===== config.mk =====
export PLATFORM = sky130hd
export DESIGN_NAME = softmax_argmax
export DESIGN_NICKNAME = d
export VERILOG_FILES = /design/src/rtl/softmax_argmax_pkg.sv /design/src/rtl/softmax_argmax_float_greater.sv /design/src/rtl/softmax_argmax.sv
export SDC_FILE = /design/constraint.sdc
export NUM_CORES = 1
export LEC_CHECK = 0
export CORE_MARGIN = 1.5
export CORE_UTILIZATION = 57
export CTS_CLUSTER_DIAMETER = 150
export DETAILED_ROUTE_END_ITERATION = 8
export GPL_TIMING_DRIVEN = 0
export PLACE_DENSITY_LB_ADDON = 0.08
export SYNTH_ARGS = -nofsm -noshare
export SYNTH_HDL_FRONTEND = slang
export SYNTH_SLANG_ARGS = --single-unit

===== constraint.sdc =====
create_clock -name clk -period 10.4 [get_ports clk]
set_clock_uncertainty 0.2 [all_clocks]
set_input_delay 3.12 -clock clk [delete_from_list [all_inputs] [get_ports clk]]
set_output_delay 3.12 -clock clk [all_outputs]
set_load 0.02 [all_outputs]

===== src/rtl/softmax_argmax_pkg.sv =====
// Shared definitions for the softmax argmax classifier: widths, FSM states
// and float classification helpers reused by the compare sub-module.
package softmax_argmax_pkg;

  localparam int MAX_FLOAT_W = 64;

  typedef enum logic [1:0] {
    ST_IDLE = 2'd0,
    ST_SCAN = 2'd1,
    ST_DONE = 2'd2
  } state_e;

  function automatic int data_width(input int ew, input int mw);
    return ew + mw + 1;
  endfunction

  function automatic int index_width(input int n);
    return (n <= 1) ? 1 : $clog2(n);
  endfunction

  // Helpers take the float zero-extended to MAX_FLOAT_W so any format fits.
  function automatic logic is_nan(input logic [MAX_FLOAT_W-1:0] v,
                                  input int ew, input int mw);
    logic exp_ones;
    logic man_nz;
    exp_ones = 1'b1;
    man_nz   = 1'b0;
    for (int i = 0; i < MAX_FLOAT_W; i++) begin
      if (i < mw)           man_nz   = man_nz | v[i];
      else if (i < mw + ew) exp_ones = exp_ones & v[i];
    end
    return exp_ones & man_nz;
  endfunction

  function automatic logic is_zero(input logic [MAX_FLOAT_W-1:0] v,
                                   input int ew, input int mw);
    logic any;
    any = 1'b0;
    for (int i = 0; i < MAX_FLOAT_W; i++) begin
      if (i < mw + ew) any = any | v[i];
    end
    return ~any;
  endfunction

endpackage


===== src/rtl/softmax_argmax_float_greater.sv =====
// Combinational strict a > b for IEEE-style floats; NaN never wins and
// signed zeros compare equal.
module float_greater
  import softmax_argmax_pkg::*;
#(
  parameter int  EXPONENT_WIDTH = 8,
  parameter int  MANTISSA_WIDTH = 23,
  localparam int DATA_WIDTH     = data_width(EXPONENT_WIDTH, MANTISSA_WIDTH)
) (
  input  logic [DATA_WIDTH-1:0] a,
  input  logic [DATA_WIDTH-1:0] b,
  output logic                  gt
);

  logic [MAX_FLOAT_W-1:0] w_a_ext;
  logic [MAX_FLOAT_W-1:0] w_b_ext;
  logic                   w_a_nan;
  logic                   w_b_nan;
  logic                   w_both_zero;
  logic [DATA_WIDTH-2:0]  w_a_mag;
  logic [DATA_WIDTH-2:0]  w_b_mag;

  assign w_a_ext     = MAX_FLOAT_W'(a);
  assign w_b_ext     = MAX_FLOAT_W'(b);
  assign w_a_nan     = is_nan(w_a_ext, EXPONENT_WIDTH, MANTISSA_WIDTH);
  assign w_b_nan     = is_nan(w_b_ext, EXPONENT_WIDTH, MANTISSA_WIDTH);
  assign w_both_zero = is_zero(w_a_ext, EXPONENT_WIDTH, MANTISSA_WIDTH) &
                       is_zero(w_b_ext, EXPONENT_WIDTH, MANTISSA_WIDTH);
  assign w_a_mag     = a[DATA_WIDTH-2:0];
  assign w_b_mag     = b[DATA_WIDTH-2:0];

  always_comb begin
    // NOTE: gt gets a default before the decision chain so no path leaves it
    // unassigned, which would otherwise infer a latch.
    gt = 1'b0;
    if (w_a_nan)                           gt = 1'b0;
    else if (w_b_nan)                      gt = 1'b1;
    else if (w_both_zero)                  gt = 1'b0;
    else if (a[DATA_WIDTH-1] != b[DATA_WIDTH-1]) gt = ~a[DATA_WIDTH-1];
    else if (!a[DATA_WIDTH-1])             gt = (w_a_mag > w_b_mag);
    else                                   gt = (w_a_mag < w_b_mag);
  end

endmodule


===== src/rtl/softmax_argmax.sv =====
// Argmax over the packed softmax output: captures the vector on start and
// scans one element per clock, keeping the lowest-index strict maximum.
module softmax_argmax
  import softmax_argmax_pkg::*;
#(
  parameter int  EXPONENT_WIDTH = 8,
  parameter int  MANTISSA_WIDTH = 23,
  parameter int  numberOfInputs = 10,
  parameter int  INDEX_WIDTH    = 4,
  localparam int DATA_WIDTH     = data_width(EXPONENT_WIDTH, MANTISSA_WIDTH)
) (
  input  logic                                 clk,
  input  logic                                 reset_n,
  input  logic [DATA_WIDTH*numberOfInputs-1:0] input_probs,
  input  logic                                 start,
  output logic [INDEX_WIDTH-1:0]               class_index,
  output logic [DATA_WIDTH-1:0]                max_value,
  output logic                                 done_argmax
);

  localparam logic [INDEX_WIDTH-1:0] LAST_IDX = INDEX_WIDTH'(numberOfInputs - 1);

  if (INDEX_WIDTH < index_width(numberOfInputs)) begin : g_bad_index_width
    $error("INDEX_WIDTH too small for numberOfInputs");
  end

  state_e                              r_state;
  logic [DATA_WIDTH*numberOfInputs-1:0] r_probs;
  logic [DATA_WIDTH-1:0]               r_best;
  logic [INDEX_WIDTH-1:0]              r_best_idx;
  logic [INDEX_WIDTH-1:0]              r_cnt;

  logic [DATA_WIDTH-1:0] w_elems [numberOfInputs];
  logic [DATA_WIDTH-1:0] w_elem;
  logic                  w_gt;
  logic [DATA_WIDTH-1:0] w_best_next;
  logic [INDEX_WIDTH-1:0] w_best_idx_next;

  always_comb begin
    for (int i = 0; i < numberOfInputs; i++) begin
      w_elems[i] = r_probs[i*DATA_WIDTH +: DATA_WIDTH];
    end
  end

  assign w_elem = w_elems[r_cnt];

  float_greater #(
    .EXPONENT_WIDTH(EXPONENT_WIDTH),
    .MANTISSA_WIDTH(MANTISSA_WIDTH)
  ) u_greater (
    .a (w_elem),
    .b (r_best),
    .gt(w_gt)
  );

  assign w_best_next     = w_gt ? w_elem : r_best;
  assign w_best_idx_next = w_gt ? r_cnt  : r_best_idx;

  // NOTE: the wide capture register is reset along with the control state so
  // an aborted scan leaves nothing stale behind; sequential state uses <= only.
  always_ff @(posedge clk or negedge reset_n) begin
    if (!reset_n) begin
      r_state     <= ST_IDLE;
      r_probs     <= '0;
      r_best      <= '0;
      r_best_idx  <= '0;
      r_cnt       <= '0;
      class_index <= '0;
      max_value   <= '0;
      done_argmax <= 1'b0;
    end else begin
      case (r_state)
        ST_IDLE: begin
          if (start) begin
            r_probs    <= input_probs;
            r_best     <= input_probs[DATA_WIDTH-1:0];
            r_best_idx <= '0;
            if (numberOfInputs == 1) begin
              r_cnt       <= '0;
              r_state     <= ST_DONE;
              class_index <= '0;
              max_value   <= input_probs[DATA_WIDTH-1:0];
              done_argmax <= 1'b1;
            end else begin
              r_cnt   <= INDEX_WIDTH'(1);
              r_state <= ST_SCAN;
            end
          end
        end
        ST_SCAN: begin
          r_best     <= w_best_next;
          r_best_idx <= w_best_idx_next;
          if (r_cnt == LAST_IDX) begin
            r_state     <= ST_DONE;
            class_index <= w_best_idx_next;
            max_value   <= w_best_next;
            done_argmax <= 1'b1;
          end else begin
            r_cnt <= r_cnt + 1'b1;
          end
        end
        ST_DONE: begin
          // Requiring start to drop first keeps a held done_softmax from retriggering.
          if (!start) begin
            r_state     <= ST_IDLE;
            done_argmax <= 1'b0;
          end
        end
        default: r_state <= ST_IDLE;
      endcase
    end
  end

endmodule


After elaboration in Yosys (flattened, before gate mapping)
Cells that the tools add are included.
- flip-flop bits (word level): 399
- input port bits: 323
- output and inout bits: 37
- logic and storage cells: 134
- add/sub/neg operators: 1
- order comparisons: 3
- equality and inequality tests: 8
- multiplexer cells: 24
- bitwise gates (word level): 81
- reductions and logical operators: 9
- operators by type and width (kind ; number):
    32-bit binary-select mux with 4-bit select ; 1
    32-bit 2-to-1 mux ; 4
    32-bit one-hot mux with 2 select lines ; 1
    1-bit bitwise OR ; 60
    31-bit > comparator ; 1
    31-bit < comparator ; 1
    1-bit bitwise AND ; 17
    4-bit 2-to-1 mux ; 4
    4-bit one-hot mux with 2 select lines ; 2
    3-bit AND reduction ; 3
    2-bit != test (second input constant) ; 4
    1-bit 2-to-1 mux ; 7
    2-bit 2-to-1 mux ; 3
    2-bit one-hot mux with 3 select lines ; 1
    2-bit AND reduction ; 3
    5-bit greater-or-equal comparator (second input constant) ; 1
    4-bit NOT with 5-bit output ; 1
    4-bit by 1-bit adder with 4-bit output (second input constant) ; 1
    4-bit equality test (second input constant) ; 1
    2-bit nonzero test ; 2
    1-bit NOT ; 3
    2-bit by 1-bit equality test with 1-bit output (second input constant) ; 1
    2-bit equality test (second input constant) ; 1
    2-bit logical NOT ; 1
    2 further kinds ; 2

Depth between registers and ports, before layout
Gate-level depths: netlist of run 1.
- word-level depth: 41
- depth in mapped cells: 21

Modules after synthesis
Synthesis of run 1 repeated with hierarchy kept, for this count alone.
- cells, all modules: 2241
- area, all modules: 19565.0 sq um
- by module, submodules not included (module ; instances ; cells an instance ; area an instance (sq um) ; seq. area each (sq um)):
    softmax_argmax ; 1 ; 2077 ; 18481.5 ; 9984.6
    float_greater ; 1 ; 164 ; 1083.5 ; 0.0

Least setup slack after synthesis of run 1
OpenSTA, ideal clock, no wires.
- path kind: input to register
- start: input port start
- end: register r_probs[100]
- library setup time: 0.065 ns
- arrival time: 4.468 ns
- data required time: 10.135 ns
- path slack: 5.667 ns
- stages on the path: 7
- cells stage by stage: clkinv_1 nor3_1 clkbuf_1 clkbuf_1 clkbuf_1 nand2_1 nand2_1
- longest elaborated chain between the ends: 1
- ends and longest elaborated chain (what ; RTL line ; text):
    from (decl) ; softmax_argmax.sv:15 ; input logic start,
    2-bit AND reduction (no source line) ; -- ;
    to (signal assigned) ; softmax_argmax.sv:75 ; r_probs <= input_probs;
    to (decl) ; softmax_argmax.sv:28 ; logic [DATA_WIDTH*numberOfInputs-1:0] r_probs;
No other way between the ends.
A chain may end at the register's enable or synchronous reset.

Final worst setup path of run 1
- start: register r_cnt[3]
- end: register r_best[29]
- longest elaborated chain between the ends: 41
- elaborated cells between the ends (all ways): 55
- classes of those cells: order compare: 2; eq/ne: 1; mux: 10; bitwise: 42
- ends and longest elaborated chain (what ; RTL line ; text):
    from (decl) ; softmax_argmax.sv:31 ; logic [INDEX_WIDTH-1:0] r_cnt;
    from (signal assigned) ; softmax_argmax.sv:99 ; r_cnt <= r_cnt + 1'b1;
    4-bit NOT with 5-bit output (implied by the code) * ; softmax_argmax.sv:45 ; assign w_elem = w_elems[r_cnt];
    32-bit binary-select mux with 4-bit select * ; softmax_argmax.sv:45 ;
    32-bit 2-to-1 mux (implied by the code) * (2 in series) ; softmax_argmax.sv:45 ;
    1-bit bitwise OR (22 in series) ; softmax_argmax_pkg.sv:29, softmax_argmax_pkg.sv:40 ;
    1-bit bitwise OR (8 in series) ; softmax_argmax_pkg.sv:40 ; if (i < mw + ew) any = any | v[i];
    1-bit NOT ; softmax_argmax_pkg.sv:42 ; return ~any;
    1-bit bitwise AND ; softmax_argmax_float_greater.sv:27 ; assign w_both_zero = is_zero(w_a_ext, EXPONENT_WIDTH, MANTISSA_WIDTH) &
    1-bit 2-to-1 mux ; softmax_argmax_float_greater.sv:38 ; else if (w_both_zero) gt = 1'b0;
    1-bit 2-to-1 mux ; softmax_argmax_float_greater.sv:37 ; else if (w_b_nan) gt = 1'b1;
    1-bit 2-to-1 mux ; softmax_argmax_float_greater.sv:36 ; if (w_a_nan) gt = 1'b0;
    32-bit 2-to-1 mux * ; softmax_argmax.sv:56 ; assign w_best_next = w_gt ? w_elem : r_best;
    32-bit one-hot mux with 2 select lines * ; softmax_argmax.sv:72 ; case (r_state)
    to (signal assigned) ; softmax_argmax.sv:76 ; r_best <= input_probs[DATA_WIDTH-1:0];
    to (signal assigned) ; softmax_argmax.sv:91 ; r_best <= w_best_next;
    to (decl) ; softmax_argmax.sv:29 ; logic [DATA_WIDTH-1:0] r_best;
Mark *: on every way between the ends. The rest lies on a longest branch, timed or not. The select of a mux whose other input is x is not followed.

==> flow_summary.yaml, run 1 <==
timing:
  hold_violations: 0
  hold_ws_ns: 0.2742
  tightest_slew_ns: 1.006
  slew_headroom_pct: 32.91
  setup_viol: 0
  max_freq_mhz: 153.1
  setup_tns_ns: 0
  slew_viol_final: 0
  fin_crit_ns: 6.530
  rsz0062_at_grt: "false"
  post-route-period-util_pct: 62.79
setup_path:
  crit_path_end_kind: "register"
  r2r_start: "r_cnt[3]$_DFFE_PN0P_"
  cp_max_fo: 10
  ff2ff_setup_slack_ns: 3.87
  arrival_ns: 6.75
  critPathRequiredTime_ns: 10.62
  slowest_delay_ns: 0.69
  path_cells: "clkbuf_1 -> inv_1 -> buf_2 -> clkbuf_1 -> o221ai_1 -> o22ai_1 -> ha_1 -> nand4_1 -> or2_2 -> or3_1 -> a211oi_1 -> nor2_1 -> a211oi_1 -> a211oi_2 -> buf_6 -> buf_2 -> nor2_1 -> o22ai_1"
  regToRegEndpoint: "r_best[29]$_DFFE_PN0P_"
  path_class: "reg2reg"
  slowest_stage: "o22ai_1"
  start_kind: "register"
  reg2reg_depth: 18
synth:
  async_flop_share_pct: 100.0
  syn_avg_cell_area_um2: 9.121
  synth_top_area_share_pct: 51.76
  synth_top_area_cell: "dfrtp_1"
  ys_warn_count: 0
  synth.area.top_cells: "dfrtp_1 (52%), nand2_1 (20%), mux4_2 (3.9%), mux2_2 (2.9%), mux2i_1 (2.3%)"
  syn_inst: 2115
  synth-seq-area-share_pct: 51.76
  netlist-cell-type-count: 61
  synthFlopType: "dfrtp_1"
  ys_ff_latch: 399
  syn-num-nets: 2471
  synth-edff-count: 0
  syn_area_mm2: 0.01929
clock_tree:
  clk_latency_ns: 0.55
  root_buffer: "clkbuf_16"
  cts_resized: 0
  cts_buffer_depth: 3
  cts_tree: "built"
  htreeDepth: 2
  clkSinkCount: 399
  cts_setup_buffers: 0
  hold_buffers: 0
  cts_buffers: 41
  clkTransAtPathRegs_ns: 0.06
final_layout:
  fin_cells: 2998
  fin_util_pct: 74.42
  ff_latch_area_mm2: 0.009985
  syn_to_final_growth_pct: 29.04
  multi_input_area_mm2: 0.008474
  fin_nets: 2876
  fill_cells: 2394
  layout-drive-gt1-share_pct: 8.706
  diodes: 0
routing:
  remaining_drc_errors: 0
  drtAntennaViolNets: 0
  drtPass1Iterations: 7
  drt_iter0_drc: 2048
  avgViaCountPerCell: 5.985
  routedWlPerCell_um: 23.06
  wl_um: 69130
  vias: 17940
run:
  max-cap-violations: 0
power:
  p_leak_nw: 11.97
  ir_drop_uv: 167.9
  powerDensity_mw_per_mm2: 346.3
floorplanning:
  start_util_pct: 57.67
  chipWidth_um: 187.0
  num_rows: 67
  die_area_mm2: 0.03496
  ios: 360
  die_h_um: 187.0
  core_mm2: 0.03345
global_routing:
  grt_max_degree: 126
  grt_pass1_vias: 18070
  grt.overflow.total: 0
  grt_usage_pct: 39.70
  grt_pass1_wl_um: 104200
  antenna_found_initial: 0
worst_hold_path:
  hold_end: "r_probs[69]$_DFFE_PN0P_"
  hold_depth: 2
  min-delay-start: "r_probs[69]$_DFFE_PN0P_"
  hold_class: "reg2reg"
outcome:
  outcome: "finished, final reports clean"
place:
  dpl.cell_count: 2925
  gp_congestion: 1.002
  dp_hpwl_um: 53310
  numPortBuffers: 359
cell families after synthesis:
group,count (synthesis),synth area share [%]
AND/OR/NAND/NOR,1147,23.28
adder cells (fa/ha/maj),33,2.140
XOR/XNOR,2,0.09082
flip-flops,399,51.76
AO/OA/AOI/OAI,225,9.126
buffers and inverters,178,4.313
multiplexers,131,9.288
registers in the layout, indices dropped and copies added, names as in the netlist:
register	flops
class_index	4
done_argmax	1
max_value	32
r_best	32
r_best_idx	4
r_cnt	4
r_probs	320
r_state	2
critical path: cells and delay by family (launching register included):
family          cells  cell delay, ns
compound gates      6            2.25
fa+ha+maj           1            0.25
flops               1            0.37
simple gates        5            1.40
buf+inv             6            1.91
cell usage after synthesis (13+ instances only):
master / instances
nand2_1: 1021
dfrtp_1: 399
clkbuf_1: 100
mux2_2: 50
nor2_1: 46
mux2i_1: 44
o22ai_1: 41
inv_1: 38
ha_1: 33
mux4_2: 33
o21ai_0: 31
nand3_1: 30
o221ai_1: 27
a221o_1: 24
o221a_2: 24
a21oi_1: 20
buf_2: 14
buf_6: 14
nand4_1: 14
o311ai_0: 13
report_power, final:
group	internal, mW	switching, mW	total (mW)
logic	1.69	2.70	4.38
clock network	0.873	0.628	1.50
registers	2.28	0.459	2.74
placed cells by master (no fill, tap or decap), drive strengths merged, types with 2 or more instances in the layout:
cell type / n
nor4: 13
a21o: 2
nand3: 30
o22ai: 42
o21ai: 33
nand4: 14
or2: 3
o31a: 2
o31ai: 6
o311ai: 22
ha: 33
dfrtp: 399
o221ai: 27
mux4: 33
clkinv: 7
o221a: 24
inv: 40
clkbuf: 164
mux2: 54
nor2b: 3
o32ai: 4
a221o: 24
nor2: 47
clkdlybuf4s50: 358
nand2: 1021
a21oi: 20
a211oi: 8
nor3: 6
nand2b: 3
a22oi: 4
buf: 42
mux2i: 44
how the worst max path moves through the flow:
stage	from	end	slack [ns]	depth (start not counted)
2_1_floorplan	start	r_probs[100]$_DFFE_PN0P_	5.67	7
3_3_place_gp	reset_n	r_probs[219]$_DFFE_PN0P_	-10.79	1
3_5_place_dp	start	r_probs[144]$_DFFE_PN0P_	3.86	8
4_1_cts	r_cnt[3]$_DFFE_PN0P_	max_value[30]$_DFFE_PN0P_	4.08	18
5_1_grt	r_cnt[3]$_DFFE_PN0P_	max_value[30]$_DFFE_PN0P_	3.83	18
6_report	r_cnt[3]$_DFFE_PN0P_	r_best[29]$_DFFE_PN0P_	3.87	18
metrics by stage:
stage | instance area (µm²) | setup WS (ns) | power [mW]
2_1_floorplan | 19290 | 5.667 | 5.345
3_3_place_gp | 23450 | -10.79 | 6.827
3_5_place_dp | 23530 | 3.856 | 6.971
4_1_cts | 24890 | 4.081 | 8.488
5_1_grt | 24890 | 3.829 | 9.019
6_report | 24890 | 3.870 | 8.621
metal layers:
metal | vias up | wire length, µm | global-route usage (%) | share of wire (%)
met1 | 8734 | 27050 | 53.32 | 39
met5 | - | 0 | 0 | 0
met2 | 1084 | 30420 | 60.02 | 44
met3 | 215 | 7493 | 9.719 | 11
li1 | 7909 | - | - | -
met4 | 0 | 4167 | 21.25 | 6.0
layout make-up:
class	count	share of cell area (%)
clock buffers	64	5.162
plain buffers	138	2.739
clock inverters	9	0.3066
flip-flops and latches	399	40.11
well taps	448	2.252
inverters	40	0.6031
repair buffers	362	14.79
multi-input cells	1538	34.04
Power figures use the tool's default switching activity.
==> run 2: changes to the inputs <==
--- a/config.mk
+++ b/config.mk
@@ -6,7 +6,7 @@
 export NUM_CORES = 1
 export LEC_CHECK = 0
 export CORE_MARGIN = 1.5
-export CORE_UTILIZATION = 57
+export CORE_UTILIZATION = 48
 export CTS_CLUSTER_DIAMETER = 150
 export DETAILED_ROUTE_END_ITERATION = 8
 export GPL_TIMING_DRIVEN = 0
==> constraint.sdc (replaced) <==
create_clock -name clk -period 5.5 [get_ports clk]
set_clock_uncertainty 0.2 [all_clocks]
set_input_delay 1.65 -clock clk [delete_from_list [all_inputs] [get_ports clk]]
set_output_delay 1.65 -clock clk [all_outputs]
set_load 0.02 [all_outputs]
==> run 2 against run 1 <==
Compared with the run above: critical path depth rose by 2; total power rose by 97%; worst setup slack lost 3.8 ns; final cell count rose by 2.8%; count of clock-buffer cells in the layout decreased by 1; final area up 2.0%; first-iteration DRC count decreased by 28%; register-to-register slack worse by 3.8 ns; sequential share of layout area down 0.80 points; die area rose by 18%.
==> flow_summary.yaml, run 2 (same netlist as run 1, synthesis figures left out) <==
setup_path:
  slowest_delay_ns: 0.42
  critPathCapture: "r_best[18]$_DFFE_PN0P_"
  start_kind: "register"
  startpoint: "r_cnt[0]$_DFFE_PN0P_"
  critical_path.top_delay_family: "compound AO/OA/AOI/OAI gates"
  arrival_ns: 5.64
  critPathRequiredTime_ns: 5.75
  ff2ff_setup_slack_ns: 0.11
  worst-path-stages: 20
  path_class: "reg2reg"
  slowest_stage: "dfrtp_1"
  path_cells: "buf_12 -> buf_16 -> buf_16 -> buf_8 -> mux2_2 -> o221ai_2 -> o22ai_2 -> ha_1 -> nand4_1 -> or2_4 -> or3_1 -> a211oi_2 -> nor2_1 -> a211oi_2 -> a21o_1 -> buf_4 -> nor3_4 -> buf_12 -> buf_6 -> a221o_1"
  crit_path_end_kind: "register"
  cp_num_buf_inv: 7
  reg2reg_depth: 20
  regToRegEndpoint: "r_best[18]$_DFFE_PN0P_"
  cp_max_fo: 10
  r2r_start: "r_cnt[0]$_DFFE_PN0P_"
final_layout:
  layout-drive-gt1-share_pct: 10.10
  syn_to_final_growth_pct: 31.67
  largest_register: "r_probs"
  reg_top3: "r_probs x320, max_value x32, r_best x32"
  final_cell_mix: "nand2_1 (1020), dfrtp_1 (398), clkdlybuf4s50_1 (358)"
  largest_reg_flops: 320
  design_area_mm2: 0.02540
  layout_commonest_cell: "nand2_1"
  fin_util_pct: 63.93
  fin_cells: 3081
  fin_nets: 2885
power:
  powerDensity_mw_per_mm2: 670.1
  p_leak_nw: 12.12
  total_power_mw: 17.02
  ir_drop_uv: 321.1
clock_tree:
  cts_tree: "built"
  clk_latency_ns: 0.59
  cts_buffers: 44
  root_buffer: "clkbuf_16"
  clkTransAtPathRegs_ns: 0.07
  hold_buffers: 0
  cts_buffer_depth: 3
  htreeDepth: 2
  clkSinkCount: 399
floorplanning:
  ios: 360
  start_util_pct: 48.55
  die_area_mm2: 0.04140
  chipWidth_um: 203.5
  core_mm2: 0.03973
  die_h_um: 203.5
  num_rows: 73
global_routing:
  grt.overflow.total: 0
  grt_max_degree: 122
  grt_usage_pct: 35.21
  grt_pass1_vias: 17380
  grt_pass1_wl_um: 106900
  antenna_found_initial: 2
place:
  place_area_mm2: 0.02363
  numPortBuffers: 359
  dp_hpwl_um: 55860
  dpl.cell_count: 3002
  pre_cts_slack_ns: -0.8821
  gp_congestion: 0.9342
timing:
  max_freq_mhz: 185.7
  slew_viol_final: 0
  setup_tns_ns: 0
  hold_ws_ns: 0.2706
  setup_viol: 0
  slew_headroom_pct: 19.75
  tightest_slew_ns: 1.204
  fin_crit_ns: 5.386
  rsz0062_at_grt: "false"
  worst_slack_ns: 0.1139
  hold_violations: 0
  post-route-period-util_pct: 97.93
routing:
  avgViaCountPerCell: 5.687
  remaining_drc_errors: 0
  routedWlPerCell_um: 23.38
  drtPass1Iterations: 6
  drt_iter0_drc: 1480
  wl_um: 72030
  drtAntennaViolNets: 0
  vias: 17520
worst_hold_path:
  hold_class: "reg2reg"
  min-delay-start: "r_probs[112]$_DFFE_PN0P_"
run:
  max-cap-violations: 0
outcome:
  outcome: "finished, final reports clean"
run 2: cell count changes in the layout (fill, tap and decap cells not counted), sizes merged:
cell and delta:
buf +6, bufinv +3, clkbuf -1, clkinv -3, clkinvlp -1, diode +2
run 2: where the power goes:
group,total (mW),internal (mW),switching [mW]
logic,8.83,3.51,5.32
clock network,3.01,1.80,1.21
registers,5.19,4.31,0.874
total,17.0,9.62,7.40
run 2: per-layer routing:
layer	track usage (%)	wire length, µm
met1	50.44	31010
met5	0	0
met3	5.960	5899
met2	53.83	32540
met4	13.28	2575
run 2: cell type report:
type	instances	area [µm²]
Inverter	40	150.1
Fill cell	3383	14330
Clock buffer	63	1284
Antenna cell	2	5.005
Timing Repair Buffer	371	3774
Tap cell	525	656.9
Buffer	135	752.0
Sequential cell	399	9986
Multi-Input combinational cell	1538	8638
Clock inverter	8	155.1
run 2: worst min path at each step:
| stage | endpoint | slack (ns) | depth (start not counted) |
|---|---|---|---|
| global route | r_probs[225]$_DFFE_PN0P_ | 0.28 | 2 |
| floorplan | r_probs[157]$_DFFE_PN0P_ | 0.24 | 2 |
| CTS | r_probs[112]$_DFFE_PN0P_ | 0.27 | 2 |
| detailed placement | r_probs[157]$_DFFE_PN0P_ | 0.26 | 2 |
| finish | r_probs[112]$_DFFE_PN0P_ | 0.27 | 2 |
| global placement | r_probs[142]$_DFFE_PN0P_ | 0.25 | 2 |
run 2: what timing repair did:
| action | in CTS | in global routing |
|---|---|---|
| pin swaps | 5 | 3 |
| setup endpoints to repair | 72 | 70 |
| resized for setup | 35 | 20 |
| setup buffers | 5 | 4 |
run 2: worst reg2reg max path, cell delays in order (launching register included):
cell,delay (ns)
dfrtp_1,0.42
buf_12,0.17
buf_16,0.19
buf_16,0.21
buf_8,0.17
mux2_2,0.38
o221ai_2,0.28
o22ai_2,0.21
ha_1,0.36
nand4_1,0.24
or2_4,0.32
or3_1,0.40
a211oi_2,0.28
nor2_1,0.09
a211oi_2,0.39
a21o_1,0.13
buf_4,0.18
nor3_4,0.06
buf_12,0.15
buf_6,0.14
a221o_1,0.29
==> run 3: changes to the inputs <==
--- a/config.mk
+++ b/config.mk
@@ -10,7 +10,7 @@
 export CTS_CLUSTER_DIAMETER = 150
 export DETAILED_ROUTE_END_ITERATION = 8
 export GPL_TIMING_DRIVEN = 0
-export PLACE_DENSITY_LB_ADDON = 0.08
+export PLACE_DENSITY = 0.86
 export SYNTH_ARGS = -nofsm -noshare
 export SYNTH_HDL_FRONTEND = slang
 export SYNTH_SLANG_ARGS = --single-unit
==> run 3 against run 2 <==
Compared with the run above: sequential power about the same; critical path depth down 2; core utilization down 0.14 points; via count up 3.3%; largest cell class unchanged; die area unchanged; clock power down 1%; global-route usage down 0.31 points; total power down 1.3%; routed wire length up 0.54%; first-iteration DRC count up 24%; highest routed layer unchanged; non-clock buffer count down 2; final cell count up 0.13%.
==> flow_summary.yaml, run 3 (same netlist as run 1, synthesis figures left out) <==
floorplanning:
  start_util_pct: 48.55
  core_mm2: 0.03973
  die_h_um: 203.5
  chipWidth_um: 203.5
  num_rows: 73
  die_area_mm2: 0.04140
  ios: 360
global_routing:
  grt.overflow.total: 0
  grt_pass1_vias: 18080
  grt_use_met1_pct: 44.92
  grt_pass1_wl_um: 106900
  busiest_layer: "met2"
  grt_max_degree: 123
  grt_usage_pct: 34.90
  antenna_found_initial: 2
  met2_usage_pct: 54.91
  grt_use_met3_pct: 6.887
setup_path:
  path_cells: "inv_1 -> buf_2 -> clkbuf_1 -> o221ai_1 -> o22ai_1 -> ha_1 -> o21ai_0 -> a21oi_1 -> o21ai_0 -> a211oi_4 -> o21a_1 -> a211oi_2 -> a21o_1 -> buf_4 -> nor3_4 -> buf_12 -> buf_6 -> a221o_1"
  start_kind: "register"
  path_class: "reg2reg"
  crit_path_end_kind: "register"
  cp_num_buf_inv: 6
  cpMostUsedCell: "o21ai_0"
  arrival_ns: 5.69
  critPathRequiredTime_ns: 5.74
  slowest_delay_ns: 0.77
  critical_path.top_delay_family: "compound AO/OA/AOI/OAI gates"
  worst-path-stages: 18
  cp_max_fo: 10
  slowest_stage: "o22ai_1"
  reg2reg_depth: 18
final_layout:
  layout-drive-gt1-share_pct: 9.894
  fin_cells: 3085
  layout_commonest_cell: "nand2_1"
  fin_nets: 2882
  largest_register: "r_probs"
  syn_to_final_growth_pct: 31.39
  largest_reg_flops: 320
  reg_top3: "r_probs x320, max_value x32, r_best x32"
  final_cell_mix: "nand2_1 (1020), dfrtp_1 (399), clkdlybuf4s50_1 (358)"
timing:
  max_freq_mhz: 183.8
  slew_viol_final: 0
  hold_violations: 0
  setup_viol: 0
  worst_slack_ns: 0.05828
  slew_headroom_pct: 34.49
  post-route-period-util_pct: 98.94
  fin_crit_ns: 5.442
  tightest_slew_ns: 0.9827
routing:
  routedWlPerCell_um: 23.47
  vias: 18100
  drtAntennaViolNets: 0
  drt_iter0_drc: 1841
  wl_um: 72420
  remaining_drc_errors: 0
  drtPass1Iterations: 7
  avgViaCountPerCell: 5.868
clock_tree:
  clkSinkCount: 399
  root_buffer: "clkbuf_16"
  hold_buffers: 0
  cts_tree: "built"
  clk_latency_ns: 0.58
  htreeDepth: 2
  cts_buffers: 43
  clkTransAtPathRegs_ns: 0.07
  cts_buffer_depth: 3
place:
  numPortBuffers: 359
  dpl.cell_count: 3002
  gp_congestion: 0.9687
  pre_cts_slack_ns: -0.7537
  dp_hpwl_um: 56040
worst_hold_path:
  hold_class: "reg2reg"
  hold_depth: 2
outcome:
  outcome: "finished, final reports clean"
power:
  powerDensity_mw_per_mm2: 663.1
  ir_drop_uv: 270.2
  total_power_mw: 16.81
  p_leak_nw: 12.06
run:
  max-cap-violations: 0
==> run 3: final cells by class <==
type	instances	area, µm²
multi-input cells	1538	8643
plain buffers	136	738.2
well taps	525	656.9
repair buffers	368	3751
clock inverters	18	242.7
clock buffers	58	1172
diodes	3	7.507
inverters	40	150.1
fillers	3096	14390
flip-flops and latches	399	9985
==> run 3: path summary, 6_finish.rpt <==
path                                     startpoint                  endpoint  slack (ns)
max reg2reg                    r_cnt[3]$_DFFE_PN0P_    r_best[17]$_DFFE_PN0P_        0.06
min reg2reg                r_probs[140]$_DFFE_PN0P_  r_probs[140]$_DFFE_PN0P_        0.27
min in group asynchronous                   reset_n    r_probs[2]$_DFFE_PN0P_        0.81
max                            r_cnt[3]$_DFFE_PN0P_    r_best[17]$_DFFE_PN0P_        0.06
min                        r_probs[140]$_DFFE_PN0P_  r_probs[140]$_DFFE_PN0P_        0.27
max in group asynchronous                   reset_n    r_best[28]$_DFFE_PN0P_        2.85
==> run 3: report_power, final <==
group          total (mW)  switching (mW)  internal [mW]  leakage [nW]
Clock                2.97            1.23           1.74         0.676
Sequential           5.22           0.904           4.31          4.97
Combinational        8.63            5.16           3.47          6.41
Total                16.8            7.29           9.52          12.1
==> run 3: per-layer routing <==
metal	up-vias	share of wire (%)
li1	7910	-
met1	8855	38
met2	1084	46
met3	254	9.4
met4	0	6.5
met5	-	0
==> run 3: worst reg2reg max path, cell delays in order, from the launching register on <==
cell	delay [ns]
dfrtp_1	0.60
inv_1	0.20
buf_2	0.28
clkbuf_1	0.44
o221ai_1	0.30
o22ai_1	0.77
ha_1	0.39
o21ai_0	0.08
a21oi_1	0.08
o21ai_0	0.37
a211oi_4	0.13
o21a_1	0.20
a211oi_2	0.30
a21o_1	0.13
buf_4	0.18
nor3_4	0.06
buf_12	0.15
buf_6	0.14
a221o_1	0.30
==> run 3: repair_timing <==
item / in CTS / in global routing
pin swaps: 4 / 3
gates resized for setup: 20 / 31
setup buffers: 4 / 2
endpoints found under the setup margin: 72 / 71
==> run 3: per-stage QoR <==
stage          setup TNS, ns  util [%]  hold WS, ns  cell area (µm²)
3_5_place_dp          -44.39     59.47       0.2554            23630
6_report                   0     63.79       0.2705            25350
4_1_cts                    0     63.41       0.2712            25190
5_1_grt             -0.03552     63.79       0.2913            25340
3_3_place_gp        -5693.62     59.25       0.2519            23540
2_1_floorplan              0         -       0.2379            19290
